==> src/rtl/seg2hex.sv <==
// Seven-segment scan to hex frame decoder: debounces {an_in,seg_in}, decodes digits, emits 16-bit frames.
// Optional macro SEG2HEX_ERR_EN enables sticky per-digit invalid-pattern flags on err.
module seg2hex #(
  parameter int STABLE_CYCLES = 4
) (
  input  logic        clk,
  input  logic        rst,
  input  logic [6:0]  seg_in,
  input  logic [3:0]  an_in,
  output logic [15:0] hex_out,
  output logic        frame_valid,
  output logic [3:0]  err
);

  typedef enum logic {
    COLLECT = 1'b0,
    EMIT    = 1'b1
  } state_e;

  localparam logic [3:0] STABLE_N = 4'(STABLE_CYCLES);
  localparam logic [3:0] STABLE_M1 = 4'(STABLE_CYCLES - 1);

  function automatic logic [3:0] seg_nibble(input logic [6:0] seg);
    case (seg)
      7'h3F: return 4'h0;
      7'h06: return 4'h1;
      7'h5B: return 4'h2;
      7'h4F: return 4'h3;
      7'h66: return 4'h4;
      7'h6D: return 4'h5;
      7'h7D: return 4'h6;
      7'h07: return 4'h7;
      7'h7F: return 4'h8;
      7'h6F: return 4'h9;
      7'h77: return 4'hA;
      7'h7C: return 4'hB;
      7'h39: return 4'hC;
      7'h5E: return 4'hD;
      7'h79: return 4'hE;
      7'h71: return 4'hF;
      default: return 4'h0;
    endcase
  endfunction

`ifdef SEG2HEX_ERR_EN
  function automatic logic seg_valid(input logic [6:0] seg);
    case (seg)
      7'h3F, 7'h06, 7'h5B, 7'h4F, 7'h66, 7'h6D, 7'h7D, 7'h07,
      7'h7F, 7'h6F, 7'h77, 7'h7C, 7'h39, 7'h5E, 7'h79, 7'h71: return 1'b1;
      default: return 1'b0;
    endcase
  endfunction
`endif

  function automatic logic is_onehot(input logic [3:0] v);
    return (v != 4'd0) && ((v & (v - 4'd1)) == 4'd0);
  endfunction

  function automatic logic [1:0] digit_index(input logic [3:0] v);
    case (v)
      4'b0010: return 2'd1;
      4'b0100: return 2'd2;
      4'b1000: return 2'd3;
      default: return 2'd0;
    endcase
  endfunction

  logic [10:0] pair;
  logic [10:0] pair_prev_q, pair_prev_d;
  logic [3:0]  cnt_q, cnt_d;
  logic [15:0] cap_q, cap_d;
  logic [3:0]  mask_q, mask_d;
  logic [15:0] hex_q, hex_d;
  state_e      state_q, state_d;
  logic        accept;
  logic        take;
  logic        frame_done;
  logic [3:0]  mask_next;
  logic [1:0]  dig;

  assign pair = {an_in, seg_in};

  // Stability tracking: a run is accepted once, on the edge the counter reaches STABLE_CYCLES
  always_comb begin
    pair_prev_d = pair;
    cnt_d       = cnt_q;
    accept      = 1'b0;
    if (pair != pair_prev_q) begin
      cnt_d = 4'd1;
    end else begin
      if (cnt_q != STABLE_N) begin
        cnt_d = cnt_q + 4'd1;
      end
      accept = (cnt_q == STABLE_M1) && is_onehot(an_in);
    end
  end

`ifdef SEG2HEX_ERR_EN
  logic [3:0] err_q, err_d;

  always_comb begin
    take  = accept && seg_valid(seg_in);
    err_d = err_q;
    if (accept && !seg_valid(seg_in)) begin
      err_d = err_q | an_in;
    end
  end

  always_ff @(posedge clk) begin
    if (rst) begin
      err_q <= 4'd0;
    end else begin
      err_q <= err_d;
    end
  end

  assign err = err_q;
`else
  assign take = accept;
  assign err  = 4'd0;
`endif

  // Capture: the digit accepted on the completing edge still lands in the emitted frame
  always_comb begin
    dig       = digit_index(an_in);
    cap_d     = cap_q;
    mask_next = mask_q;
    if (take) begin
      cap_d[{dig, 2'b00} +: 4] = seg_nibble(seg_in);
      mask_next                = mask_q | an_in;
    end
    frame_done = (mask_next == 4'hF);
    mask_d     = frame_done ? 4'd0 : mask_next;
    hex_d      = frame_done ? cap_d : hex_q;
  end

  always_ff @(posedge clk) begin
    if (rst) begin
      pair_prev_q <= 11'd0;
      cnt_q       <= 4'd0;
      cap_q       <= 16'd0;
      mask_q      <= 4'd0;
      hex_q       <= 16'd0;
    end else begin
      pair_prev_q <= pair_prev_d;
      cnt_q       <= cnt_d;
      cap_q       <= cap_d;
      mask_q      <= mask_d;
      hex_q       <= hex_d;
    end
  end

  // Frame FSM: EMIT lasts exactly the one cycle after the mask completes
  always_ff @(posedge clk) begin
    if (rst) begin
      state_q <= COLLECT;
    end else begin
      state_q <= state_d;
    end
  end

  always_comb begin
    state_d = frame_done ? EMIT : COLLECT;
  end

  always_comb begin
    frame_valid = (state_q == EMIT);
  end

  assign hex_out = hex_q;

endmodule

==> config.mk <==
export PLATFORM = sky130hd
export DESIGN_NAME = seg2hex
export DESIGN_NICKNAME = d
export VERILOG_FILES = /design/src/rtl/seg2hex.sv
export SDC_FILE = /design/constraint.sdc
export NUM_CORES = 1
export LEC_CHECK = 0
export BUFFER_PORTS_ARGS = -buffer_cell sky130_fd_sc_hd__buf_2
export CAP_MARGIN = 20
export CORE_MARGIN = 5
export CORE_UTILIZATION = 62
export CTS_CLUSTER_SIZE = 12
export DETAILED_ROUTE_END_ITERATION = 12
export PLACE_DENSITY = 0.95
export SLEW_MARGIN = 20
export SYNTH_ARGS = -nofsm -noshare
export SYNTH_HDL_FRONTEND = slang
export SYNTH_SLANG_ARGS = --single-unit
==> constraint.sdc <==
create_clock -name clk -period 7.1 [get_ports clk]
set_input_delay 1.42 -clock clk [delete_from_list [all_inputs] [get_ports clk]]
set_output_delay 1.42 -clock clk [all_outputs]
set_load 0.01 [all_outputs]
# After elaboration in Yosys (flattened, before gate mapping)
# Cells that the tools add are included.
[classes] bitwise_logic=2 add_sub_neg=3 n_reduce_logical=7 shift=2 n_eq_ne=22 n_mux=10
[ops] op="== test 7 bit (second input constant)" n=12
[ops] op="case mux 4 bit (15 select lines)" n=1
[ops] op="bitwise mux 16 bit" n=1
[ops] op="2-to-1 mux 16 bit" n=1
[ops] op="variable shift 4 x 6 -> 16 bit (first input constant)" n=1
[ops] op="indexed part select 4 x 6 -> 16 bit" n=1
[ops] op="== test 7 x 3 -> 1 bit (second input constant)" n=2
[ops] op="!= test 11 bit" n=1
[ops] op="== test 4 x 2 -> 1 bit (second input constant)" n=2
[ops] op="== test 4 bit (second input constant)" n=2
[ops] op="2-to-1 mux 4 bit" n=2
[ops] op="== test 7 x 6 -> 1 bit (second input constant)" n=1
[ops] op="negator 4 -> 6 bit" n=1
[ops] op="case mux 2 bit (3 select lines)" n=1
[ops] op="adder 4 x 1 -> 4 bit (second input constant)" n=1
[ops] op="bitwise AND 4 bit" n=1
[ops] op="== test 4 x 3 -> 1 bit (second input constant)" n=1
[ops] op="zero test 4 bit" n=1
[ops] op="2-to-1 mux 1 bit" n=4
[ops] op="!= test 4 x 3 -> 1 bit (second input constant)" n=1
[ops] op="bitwise OR 4 bit" n=1
[ops] op="nonzero test 4 bit" n=1
[ops] op="OR reduction 2 bit" n=2
[ops] op="subtractor 4 x 1 -> 4 bit (second input constant)" n=1
[ops] op="2 further kinds" n=3
[word_totals] in_bits=13 elab_cells=53 output_inout_bits=21 ff_bits=52

# Longest topological paths before layout
# Gate-level depths: netlist of the first run.
[depth] depth_word=10 mapped_depth=10 depth_no_buf=8

# Worst setup path after synthesis of the first run
# Ideal clock, no wire load.
[synth_timing] kind="in2reg" start="in an_in[0]" end="reg hex_q[10] (netlist: hex_out[10])" setup_ns=0.121 t_arrival_ns=3.422 path_buffers=3 cell_stages=9 path_slack_ns=3.557 path_cell_list="clkbuf_1 > nor4b_2 > a211o_1 > nor4b_2 > buf_2 > a21oi_1 > a211oi_2 > buf_2 > mux2_2"
[synth_between] elab_chain_len=8 elab_cells_between_ends=20 classes_between="add/sub: 2; eq/ne: 5; shift: 2; mux: 5; bitwise: 2; reduce/logical: 4"
[synth_lines] item="from (decl)" line="9" source="input logic [3:0] an_in,"
[synth_lines] item="parallel branches: the longest is 8 deep, another holds negator 4 -> 6 bit"
[synth_lines] item="to (signal assigned)" line="143" source="hex_q <= 16'd0;"
[synth_lines] item="to (signal assigned)" line="149" source="hex_q <= hex_d;"
[synth_lines] item="to (decl)" line="73" source="logic [15:0] hex_q, hex_d;"
# Parallel ways; which one is timed is not known.
# A chain may end at the register's enable or synchronous reset.

# Worst setup path after layout of the first run
[layout_timing] start="in an_in[1]" end="reg hex_q[11] (netlist: hex_out[11])"
# Same word-level chain as after synthesis.

==> flow_summary.json, run 1 <==
{
  "finalWeightedCongestion": 0.908,
  "drt-pass1-iter-count": 4,
  "clock_tree.root_cell": "sky130_fd_sc_hd__clkbuf_8",
  "sequential_to_total_area_share_from_yosys_stat": 0.397,
  "vias_in_the_first_global_route": 1988,
  "cts-htree-levels": 2,
  "cts.clk_slew.worst_paths_ps": 90,
  "grt_setup_unrepaired": "no",
  "power.internal_mw": 0.392,
  "num-nets-final": 316,
  "timing.final.crit_share": 0.565,
  "synth_warnings": 0,
  "fp.coreArea_um2": 4060,
  "power_mw": 0.522,
  "ctsLongestPathBuffers": 2,
  "crit_path_start_kind": "input port",
  "synth_largest_type_area_fraction": 0.397,
  "crit_family": "simple AND/OR/NAND/NOR gates",
  "synth_area_leaders": "sky130_fd_sc_hd__dfxtp_1 (40%), sky130_fd_sc_hd__mux2_2 (6.9%), sky130_fd_sc_hd__nor2b_1 (6.4%)",
  "dieArea_um2": 5630,
  "min_period_ps": 4010,
  "numPortBuffers": 29,
  "power_switching_share": 0.249,
  "syn_area_per_cell_um2": 9.33,
  "combinationalPowerShare": 0.094,
  "worst_ir_drop_vdd_mv": 0.115,
  "hpwlAfterDp_um": 3740,
  "critical-path-top-cell-by-count": "sky130_fd_sc_hd__nor4b_2",
  "synth-edff-count": 0,
  "max_clock_freq_mhz": 249,
  "multi_input_gate_area_in_the_final_layout_um2": 1450,
  "setup_violations": 0,
  "ant_diodes": 0,
  "grt_start_max_net_pins": 51,
  "ff_latch_area_um2": 1040,
  "worst_skew_pair.late_latency_ps": 310,
  "hold_viol": 0,
  "ys_dominant_reg_cell": "sky130_fd_sc_hd__dfxtp_1",
  "final.fill_count": 318,
  "post_drt_via_cell_ratio": 5.98,
  "critPathCaptureType": "register",
  "gr_ovfl_total": 0,
  "cellPowerDensity_nw_per_um2": 185,
  "worstSetupPathType": "input port to register",
  "timing_worst_slew_pin_value_ps": 923,
  "power.net_switching_mw": 0.130,
  "power_frac_clock": 0.336,
  "post_cts.repair.setup_buffers": 0,
  "netlist_area_um2": 2620,
  "max_slew_violation_total_from_the_final_report": 0,
  "cts.sink_count": 52,
  "ctsResizeCount": 0,
  "ctsHoldBuffers": 0,
  "drcViolationCount": 0,
  "clk_skew_ps": 5.67,
  "static-leakage-power_nw": 1.06,
  "drive_gt1_frac": 0.218,
  "yosys_register_bits": 52,
  "global_route.usage.total": 0.203,
  "final_antenna_net_count": 0,
  "relSlewSlack": 0.379,
  "worst-endpoint-arrival_ps": 4210,
  "rows": 23,
  "tritoncts": "yes",
  "via_count": 2081,
  "antenna_found_initial": 0,
  "area_delta_synth_final_pct": 7.49,
  "critical_path.cell_chain": "buf_2 > nor4b_2 > a211o_1 > nor4b_2 > a21oi_1 > a211oi_2 > buf_4 > mux2_2",
  "initial_core_util": 0.646,
  "max_cap_check_violation_count": 0,
  "drt-wirelength-per-cell_um": 15.5,
  "run_status": "completed",
  "crit_path_max_incr_delay_ps": 750,
  "critical_path_buf_inv_count": 2,
  "holdCritPathClass": "register to register",
  "totalWireLength_um": 5380,
  "async_set_or_reset_flop_fraction_in_the_synthesized_netlist": 0,
  "die-height_um": 75.0,
  "drt_iter0_markers": 105,
  "postSynthCellCount": 281,
  "grt_pass1_wl_um": 8830,
  "cts_made_buffers": 5,
  "fin_setup_tns_ps": 0,
  "pin_count": 34,
  "cp_slowest_cell": "sky130_fd_sc_hd__nor4b_2",
  "top_fanout_value_on_the_critical_path": 21,
  "die_width_um": 75.0,
  "cp_data_required_time_ps": 7300,
  "synth_cell_types": 49,
  "synth_largest_area_cell": "sky130_fd_sc_hd__dfxtp_1",
  "portion_of_total_power_attributed_to_sequential_cells": 0.569
}
Yosys cell counts, types with 2 or more instances:
library cell	number
sky130_fd_sc_hd__or3b_1	2
sky130_fd_sc_hd__o2111ai_1	5
sky130_fd_sc_hd__o21ai_1	17
sky130_fd_sc_hd__nor2_1	10
sky130_fd_sc_hd__ha_1	6
sky130_fd_sc_hd__nand2b_1	7
sky130_fd_sc_hd__nand4b_1	5
sky130_fd_sc_hd__a21oi_1	19
sky130_fd_sc_hd__nand4_1	8
sky130_fd_sc_hd__buf_2	6
sky130_fd_sc_hd__or4bb_1	2
sky130_fd_sc_hd__a21oi_2	2
sky130_fd_sc_hd__nor4_1	3
sky130_fd_sc_hd__o21ai_0	3
sky130_fd_sc_hd__nand3_1	7
sky130_fd_sc_hd__mux2i_1	2
sky130_fd_sc_hd__nand2_1	9
sky130_fd_sc_hd__clkbuf_1	12
sky130_fd_sc_hd__mux2_2	16
sky130_fd_sc_hd__buf_4	4
sky130_fd_sc_hd__xnor2_1	13
sky130_fd_sc_hd__a211o_1	2
sky130_fd_sc_hd__nor4b_1	2
sky130_fd_sc_hd__nor3_1	7
sky130_fd_sc_hd__nor4b_2	3
sky130_fd_sc_hd__buf_6	2
sky130_fd_sc_hd__or4_1	5
sky130_fd_sc_hd__inv_1	4
sky130_fd_sc_hd__nor2b_1	27
sky130_fd_sc_hd__dfxtp_1	52
kinds of logic after synthesis:
logic type	Yosys count	synth area share
and+or+nand+nor	103	0.250
AOI/OAI and AO/OA	56	0.133
DFF	52	0.397
buffers and inverters	29	0.0558
muxes	19	0.0806
xor gates and xnor gates	15	0.0530
adders and majority gates	6	0.0286
other	1	0.00143
per-layer routing:
layer,part of all wire,up-vias,routed length [um],GRT usage
met2,0.48,67,2570,0.336
met5,0,-,0,0
met3,0.047,13,254,0.0320
li1,-,1020,-,-
met4,0.025,0,132,0.107
met1,0.45,981,2420,0.255
flip-flops by register name, indices dropped and copies added (netlist names):
signal       cells
cnt_q            4
frame_valid      1
hex_out         16
mask_q           4
cap_q           16
pair_prev_q     11
cells in the final DEF, fill, tap and decap left out, types with 3 or more instances in the layout:
cell and n:
sky130_fd_sc_hd__ha_1 6, sky130_fd_sc_hd__dfxtp_1 52, sky130_fd_sc_hd__nor3_1 7, sky130_fd_sc_hd__o21ai_0 3, sky130_fd_sc_hd__o21ai_1 17, sky130_fd_sc_hd__inv_1 4, sky130_fd_sc_hd__a21oi_1 19, sky130_fd_sc_hd__nand4b_1 5
sky130_fd_sc_hd__nand2b_1 7, sky130_fd_sc_hd__nand4_1 8, sky130_fd_sc_hd__nor4b_2 3, sky130_fd_sc_hd__buf_2 29, sky130_fd_sc_hd__nor4_1 3, sky130_fd_sc_hd__xnor2_1 13, sky130_fd_sc_hd__nor2b_1 27, sky130_fd_sc_hd__nand3_1 7
sky130_fd_sc_hd__clkbuf_8 6, sky130_fd_sc_hd__o2111ai_1 5, sky130_fd_sc_hd__nand2_1 9, sky130_fd_sc_hd__nor2_1 10, sky130_fd_sc_hd__mux2_2 16, sky130_fd_sc_hd__conb_1 4, sky130_fd_sc_hd__or4_1 5
worst register-to-register path, cell delays in order, from the launching register on:
cell                       delay (ps)
sky130_fd_sc_hd__dfxtp_1          400
sky130_fd_sc_hd__ha_1             220
sky130_fd_sc_hd__or3b_1           430
sky130_fd_sc_hd__nand4b_1         220
sky130_fd_sc_hd__nor4b_2          750
sky130_fd_sc_hd__a21oi_1          230
sky130_fd_sc_hd__a211oi_2         230
sky130_fd_sc_hd__buf_4            310
sky130_fd_sc_hd__mux2_2           390
metrics by stage:
step	area [um^2]	std cells	worst slack [ps]	util	hold slack, ps
2_1_floorplan	2630	284	3560	-	454
3_3_place_gp	2720	340	3020	0.671	466
3_5_place_dp	2720	340	2840	0.671	480
4_1_cts	2820	348	3150	0.695	493
5_1_grt	2820	348	2940	0.695	517
6_report	2820	348	3090	0.695	489
power groups by stage:
stage | Combinational, mW | Sequential (mW) | Clock (mW)
floorplan | 0.0394 | 0.303 | 0
global placement | 0.0461 | 0.304 | 0
CTS | 0.0485 | 0.297 | 0.181
finish | 0.0493 | 0.297 | 0.175
detailed placement | 0.0478 | 0.304 | 0
global route | 0.0542 | 0.297 | 0.193
layout make-up:
class                   instances  area share
multi-input cells             203       0.513
flip-flops and latches         52       0.369
repair buffers                 30      0.0541
clock buffers                   6      0.0293
well taps                      50      0.0222
inverters                       5     0.00666
clock inverters                 2     0.00533
final timing paths:
path                               start           to  slack (ps)  cells after the start
worst max-delay path            an_in[1]  hex_out[11]        3090                      8
worst min-delay path            cap_q[6]     cap_q[6]         490                      2
worst max register to register  cnt_q[0]  hex_out[11]        3820                      8
worst min register to register  cap_q[6]     cap_q[6]         490                      2
Note: power is estimated with default switching activity, not from simulation.
==> run 2: changes to the inputs <==
--- a/config.mk
+++ b/config.mk
@@ -8,10 +8,10 @@
 export BUFFER_PORTS_ARGS = -buffer_cell sky130_fd_sc_hd__buf_2
 export CAP_MARGIN = 20
 export CORE_MARGIN = 5
-export CORE_UTILIZATION = 62
+export CORE_UTILIZATION = 57
 export CTS_CLUSTER_SIZE = 12
 export DETAILED_ROUTE_END_ITERATION = 12
-export PLACE_DENSITY = 0.95
+export PLACE_DENSITY = 0.9
 export SLEW_MARGIN = 20
 export SYNTH_ARGS = -nofsm -noshare
 export SYNTH_HDL_FRONTEND = slang
==> constraint.sdc (replaced) <==
create_clock -name clk -period 3.9 [get_ports clk]
set_input_delay 0.78 -clock clk [delete_from_list [all_inputs] [get_ports clk]]
set_output_delay 0.78 -clock clk [all_outputs]
set_load 0.01 [all_outputs]
==> run 2 against run 1 <==
Final cell count up 0.86%. Count of clock-buffer cells in the layout unchanged. Die area up 7.6%. Total power up 81%. Setup slack worse by 2200 ps. Non-clock buffer count up 1. First-iteration DRC count up 43%. Wire length down 1.4%. Largest cell class unchanged.
==> flow_summary.json, run 2 (synthesized netlist as in run 1, its figures left out) <==
{
  "num-nets-final": 317,
  "die-height_um": 77.8,
  "cts-htree-levels": 2,
  "cts.clk_slew.worst_paths_ps": 90,
  "setup_violations": 0,
  "worst_ir_drop_vdd_mv": 0.320,
  "grt_start_max_net_pins": 51,
  "clock_tree.root_cell": "sky130_fd_sc_hd__clkbuf_8",
  "cp_data_required_time_ps": 4160,
  "setup_ws_ps": 880,
  "cts_made_buffers": 5,
  "via_count": 2086,
  "fin_setup_tns_ps": 0,
  "post_drt_via_cell_ratio": 5.94,
  "hpwlAfterDp_um": 3700,
  "hold_viol": 0,
  "clk_skew_ps": 7.55,
  "drcViolationCount": 0,
  "worstSetupPathType": "input port to register",
  "ctsLongestPathBuffers": 2,
  "grt_pass1_wl_um": 9110,
  "initial_core_util": 0.594,
  "worst_r2r_startpoint": "cnt_q[0]",
  "die_width_um": 77.8,
  "final_core_util": 0.641,
  "global_route.usage.total": 0.180,
  "drt-pass1-iter-count": 4,
  "run_status": "completed",
  "cts.sink_count": 52,
  "layout_commonest_cell": "sky130_fd_sc_hd__dfxtp_1",
  "worst-endpoint-arrival_ps": 3280,
  "worst_skew_pair.late_latency_ps": 300,
  "drive_gt1_frac": 0.221,
  "critPathCaptureType": "register",
  "max_cap_check_violation_count": 0,
  "layout_common_cells": "sky130_fd_sc_hd__dfxtp_1 (52), sky130_fd_sc_hd__buf_2 (29), sky130_fd_sc_hd__nor2b_1 (27)",
  "min_period_ps": 3020,
  "worstSetupStartpoint": "seg_in[1]",
  "max_clock_freq_mhz": 331,
  "timing.final.crit_share": 0.774,
  "place_ws_ps": 599,
  "static-leakage-power_nw": 1.06,
  "vias_in_the_first_global_route": 1998,
  "gr_ovfl_total": 0,
  "max_slew_violation_total_from_the_final_report": 0,
  "post_cts.repair.setup_buffers": 0,
  "timing_worst_slew_pin_value_ps": 980,
  "drt-wirelength-per-cell_um": 15.1,
  "hold_path_startpoint": "cap_q[11]",
  "top_fanout_value_on_the_critical_path": 17,
  "totalWireLength_um": 5300,
  "tritoncts": "yes",
  "finalWeightedCongestion": 0.905,
  "holdCritPathClass": "register to register",
  "regToRegSetupSlack_ps": 1000,
  "cellPowerDensity_nw_per_um2": 335,
  "dieArea_um2": 6060,
  "fp.coreArea_um2": 4410,
  "ant_diodes": 0,
  "grt_setup_unrepaired": "no",
  "final_antenna_net_count": 0,
  "ctsHoldBuffers": 0,
  "numPortBuffers": 29,
  "crit_path_start_kind": "input port",
  "pin_count": 34,
  "ctsResizeCount": 0,
  "antenna_found_initial": 0,
  "drt_iter0_markers": 150,
  "relSlewSlack": 0.341,
  "area_delta_synth_final_pct": 7.87,
  "rows": 24
}
## run 2: report_power, final
group | internal [mW] | leakage [nW] | total (mW) | switching, mW
registers | 0.537 | 0.422 | 0.541 | 0.00342
clock network | 0.144 | 0.0434 | 0.318 | 0.174
logic | 0.0325 | 0.599 | 0.0886 | 0.0561
## run 2: path summary, 6_finish.rpt
path | to | cells past startpoint
worst min-delay path | cap_q[11] | 2
worst min register to register | cap_q[11] | 2
worst max-delay path | hex_out[9] | 7
worst max register to register | hex_out[9] | 6
## run 2: per-stage QoR
step                      power, mW  cell area (um^2)  hold WS, ps  std cells
after floorplan               0.624              2630          454        284
after global placement        0.637              2730          468        343
after detailed placement      0.640              2730          481        343
after CTS                     0.953              2830          494        351
after global routing          0.993              2830          513        351
final                         0.947              2830          488        351
## run 2: metal layers
metal / GRT usage / wire length [um] / up-vias
met5: 0 / 0 / -
met4: 0.0636 / 48 / 0
met3: 0.0370 / 324 / 7
met2: 0.284 / 2550 / 56
met1: 0.244 / 2380 / 997
li1: - / - / 1026
## run 2: critical path, cell delays in order
cell and delay (ps):
sky130_fd_sc_hd__buf_2 220, sky130_fd_sc_hd__xnor2_1 170, sky130_fd_sc_hd__nand4_2 230, sky130_fd_sc_hd__or4_1 850, sky130_fd_sc_hd__or4_1 660, sky130_fd_sc_hd__a21oi_2 190, sky130_fd_sc_hd__mux2_2 170
## run 2: layout make-up
type                    instances  area [um^2]
fillers                       377         1590
multi-input cells             203         1450
flip-flops and latches         52         1040
repair buffers                 31          160
clock buffers                   6         82.6
well taps                      52         65.1
inverters                       5         18.8
clock inverters                 2         15.0
==> run 3: changes to the inputs <==
==> constraint.sdc (replaced) <==
create_clock -name clk -period 2.8 [get_ports clk]
set_input_delay 0.56 -clock clk [delete_from_list [all_inputs] [get_ports clk]]
set_output_delay 0.56 -clock clk [all_outputs]
set_load 0.01 [all_outputs]
==> run 3 against run 2 <==
Global-route usage rose by 1.0 points. Worst hold slack got worse by 15 ps. First-iteration DRC count rose by 8.0%. Cell area rose by 8.1%. Largest cell class unchanged. Highest routed layer unchanged.
==> flow_summary.json, run 3 (synthesized netlist as in run 1, its figures left out) <==
{
  "power_switching_share": 0.240,
  "clock_tree.root_cell": "sky130_fd_sc_hd__clkbuf_8",
  "cellPowerDensity_nw_per_um2": 460,
  "ctsHoldBuffers": 0,
  "worstSetupPathType": "register to register",
  "dieArea_um2": 6060,
  "post_drt_via_cell_ratio": 5.86,
  "setup_violations": 0,
  "drcViolationCount": 0,
  "initial_core_util": 0.594,
  "timing_worst_slew_pin_value_ps": 554,
  "layout_common_cells": "sky130_fd_sc_hd__dfxtp_1 (50), sky130_fd_sc_hd__buf_2 (29), sky130_fd_sc_hd__nor2b_1 (27)",
  "max_clock_freq_mhz": 366,
  "drt_iter0_markers": 162,
  "tritoncts": "yes",
  "grt_start_max_net_pins": 30,
  "numPortBuffers": 29,
  "gr-max-usage-layer": "met2",
  "ant_diodes": 0,
  "hpwlAfterDp_um": 4160,
  "vias_in_the_first_global_route": 2143,
  "crit_path_max_incr_delay_ps": 430,
  "min_period_ps": 2730,
  "relSlewSlack": 0.627,
  "power.net_switching_mw": 0.338,
  "crit_path_start_kind": "register",
  "hold_viol": 0,
  "cts.clk_slew.worst_paths_ps": 100,
  "worst-endpoint-arrival_ps": 2950,
  "cp_data_required_time_ps": 3010,
  "antenna_found_initial": 0,
  "cts-htree-levels": 2,
  "top_fanout_value_on_the_critical_path": 6,
  "power_frac_clock": 0.364,
  "die-height_um": 77.8,
  "drt-wirelength-per-cell_um": 16.1,
  "max_cap_check_violation_count": 0,
  "rows": 24,
  "placedInstanceArea_um2": 2860,
  "holdCritPathClass": "register to register",
  "static-leakage-power_nw": 1.21,
  "num-nets-final": 340,
  "max_slew_violation_total_from_the_final_report": 0,
  "power_mw": 1.41,
  "combinationalPowerShare": 0.101,
  "grt_pass1_wl_um": 9570,
  "fp.coreArea_um2": 4410,
  "critical_path.cell_chain": "ha_4 > or3b_4 > nand4b_1 > nor4b_4 > a21oi_2 > a211oi_2 > buf_6 > buf_4 > mux2_2",
  "via_count": 2191,
  "gr_ovfl_total": 0,
  "cts.sink_count": 52,
  "clk_skew_ps": 11.1,
  "pin_count": 34,
  "grt.met1_usage": 0.226,
  "finalWeightedCongestion": 0.915,
  "area_delta_synth_final_pct": 16.7,
  "die_width_um": 77.8,
  "met2_capacity_usage_during_global_routing": 0.336,
  "run_status": "completed",
  "worst_ir_drop_vdd_mv": 0.443,
  "cts_made_buffers": 5,
  "cp_slowest_cell": "sky130_fd_sc_hd__nor4b_4",
  "final.fill_count": 321,
  "totalWireLength_um": 6010,
  "drive_gt1_frac": 0.295,
  "portion_of_total_power_attributed_to_sequential_cells": 0.535,
  "final_antenna_net_count": 0,
  "power.internal_mw": 1.07,
  "critPathCaptureType": "register",
  "global_route.usage.total": 0.190,
  "timing.final.crit_share": 0.976,
  "drt-pass1-iter-count": 4,
  "layout_commonest_cell": "sky130_fd_sc_hd__dfxtp_1",
  "met3_usage": 0.0498,
  "worst_skew_pair.late_latency_ps": 310,
  "ctsLongestPathBuffers": 2,
  "postLayoutCellArea_um2": 3060
}
==> run 3: changes by cell type in the layout (fill, tap and decap cells not counted), moves of 2 or more <==
| cell | previous run | this run |
|---|---|---|
| sky130_fd_sc_hd__dfxtp_1 | 52 | 50 |
| sky130_fd_sc_hd__buf_6 | 0 | 2 |
| sky130_fd_sc_hd__buf_4 | 2 | 23 |
| sky130_fd_sc_hd__a21oi_1 | 19 | 17 |
| sky130_fd_sc_hd__a21oi_2 | 2 | 4 |
==> run 3: repair_timing <==
action                                  4_1_cts  5_1_grt
hold endpoints to repair                      0        0
endpoints found under the setup margin        0       15
setup buffers                                 0        7
gates resized for setup                       0       12
==> run 3: power by group through the flow <==
stage	clock (mW)	combinational [mW]	sequential [mW]
after floorplan	0	0.100	0.769
after global placement	0	0.131	0.770
after detailed placement	0	0.136	0.770
after CTS	0.519	0.138	0.753
after global routing	0.551	0.154	0.755
final	0.513	0.142	0.753
==> run 3: cell type report <==
cell class | instances | area, um^2 | area share
clock buffers | 5 | 68.8 | 0.0225
clock inverters | 3 | 42.5 | 0.0139
inverters | 5 | 18.8 | 0.00613
multi-input cells | 203 | 1480 | 0.483
flip-flops and latches | 52 | 1050 | 0.342
well taps | 52 | 65.1 | 0.0213
repair buffers | 54 | 340 | 0.111
==> run 3: routing by layer <==
metal	vias to the layer above	share of wire	wire length (um)
met4	0	0.0088	53
li1	1075	-	-
met3	6	0.057	343
met2	65	0.50	3020
met1	1045	0.43	2590
met5	-	0	0
==> run 3: per-stage QoR <==
step | hold slack, ps | TNS (ps) | utilization | std cells | setup WS (ps)
after detailed placement | 465 | -65.2 | 0.648 | 360 | -13.3
final | 473 | 0 | 0.693 | 374 | 66.8
after floorplan | 454 | 0 | - | 284 | 117
after global routing | 507 | -149 | 0.693 | 374 | -27.6
after global placement | 460 | 0 | 0.648 | 360 | 107
after CTS | 480 | 0 | 0.673 | 368 | 57.9
==> run 3: worst paths after layout <==
kind	start	endpoint	slack, ps	cells past startpoint
setup / recovery	cnt_q[0]	hex_out[11]	70	9
hold / removal	hex_out[3]	hex_out[3]	470	2
setup reg to reg	cnt_q[0]	hex_out[11]	70	9
hold reg to reg	hex_out[3]	hex_out[3]	470	2
==> run 3: worst max-delay path: cells and delay by family (launching register included) <==
family                     cells  cell delay, ps
muxes                          1             340
adders and majority gates      1             150
DFF                            1             390
buffers and inverters          2             290
AOI/OAI and AO/OA              2             400
and+or+nand+nor                3            1070
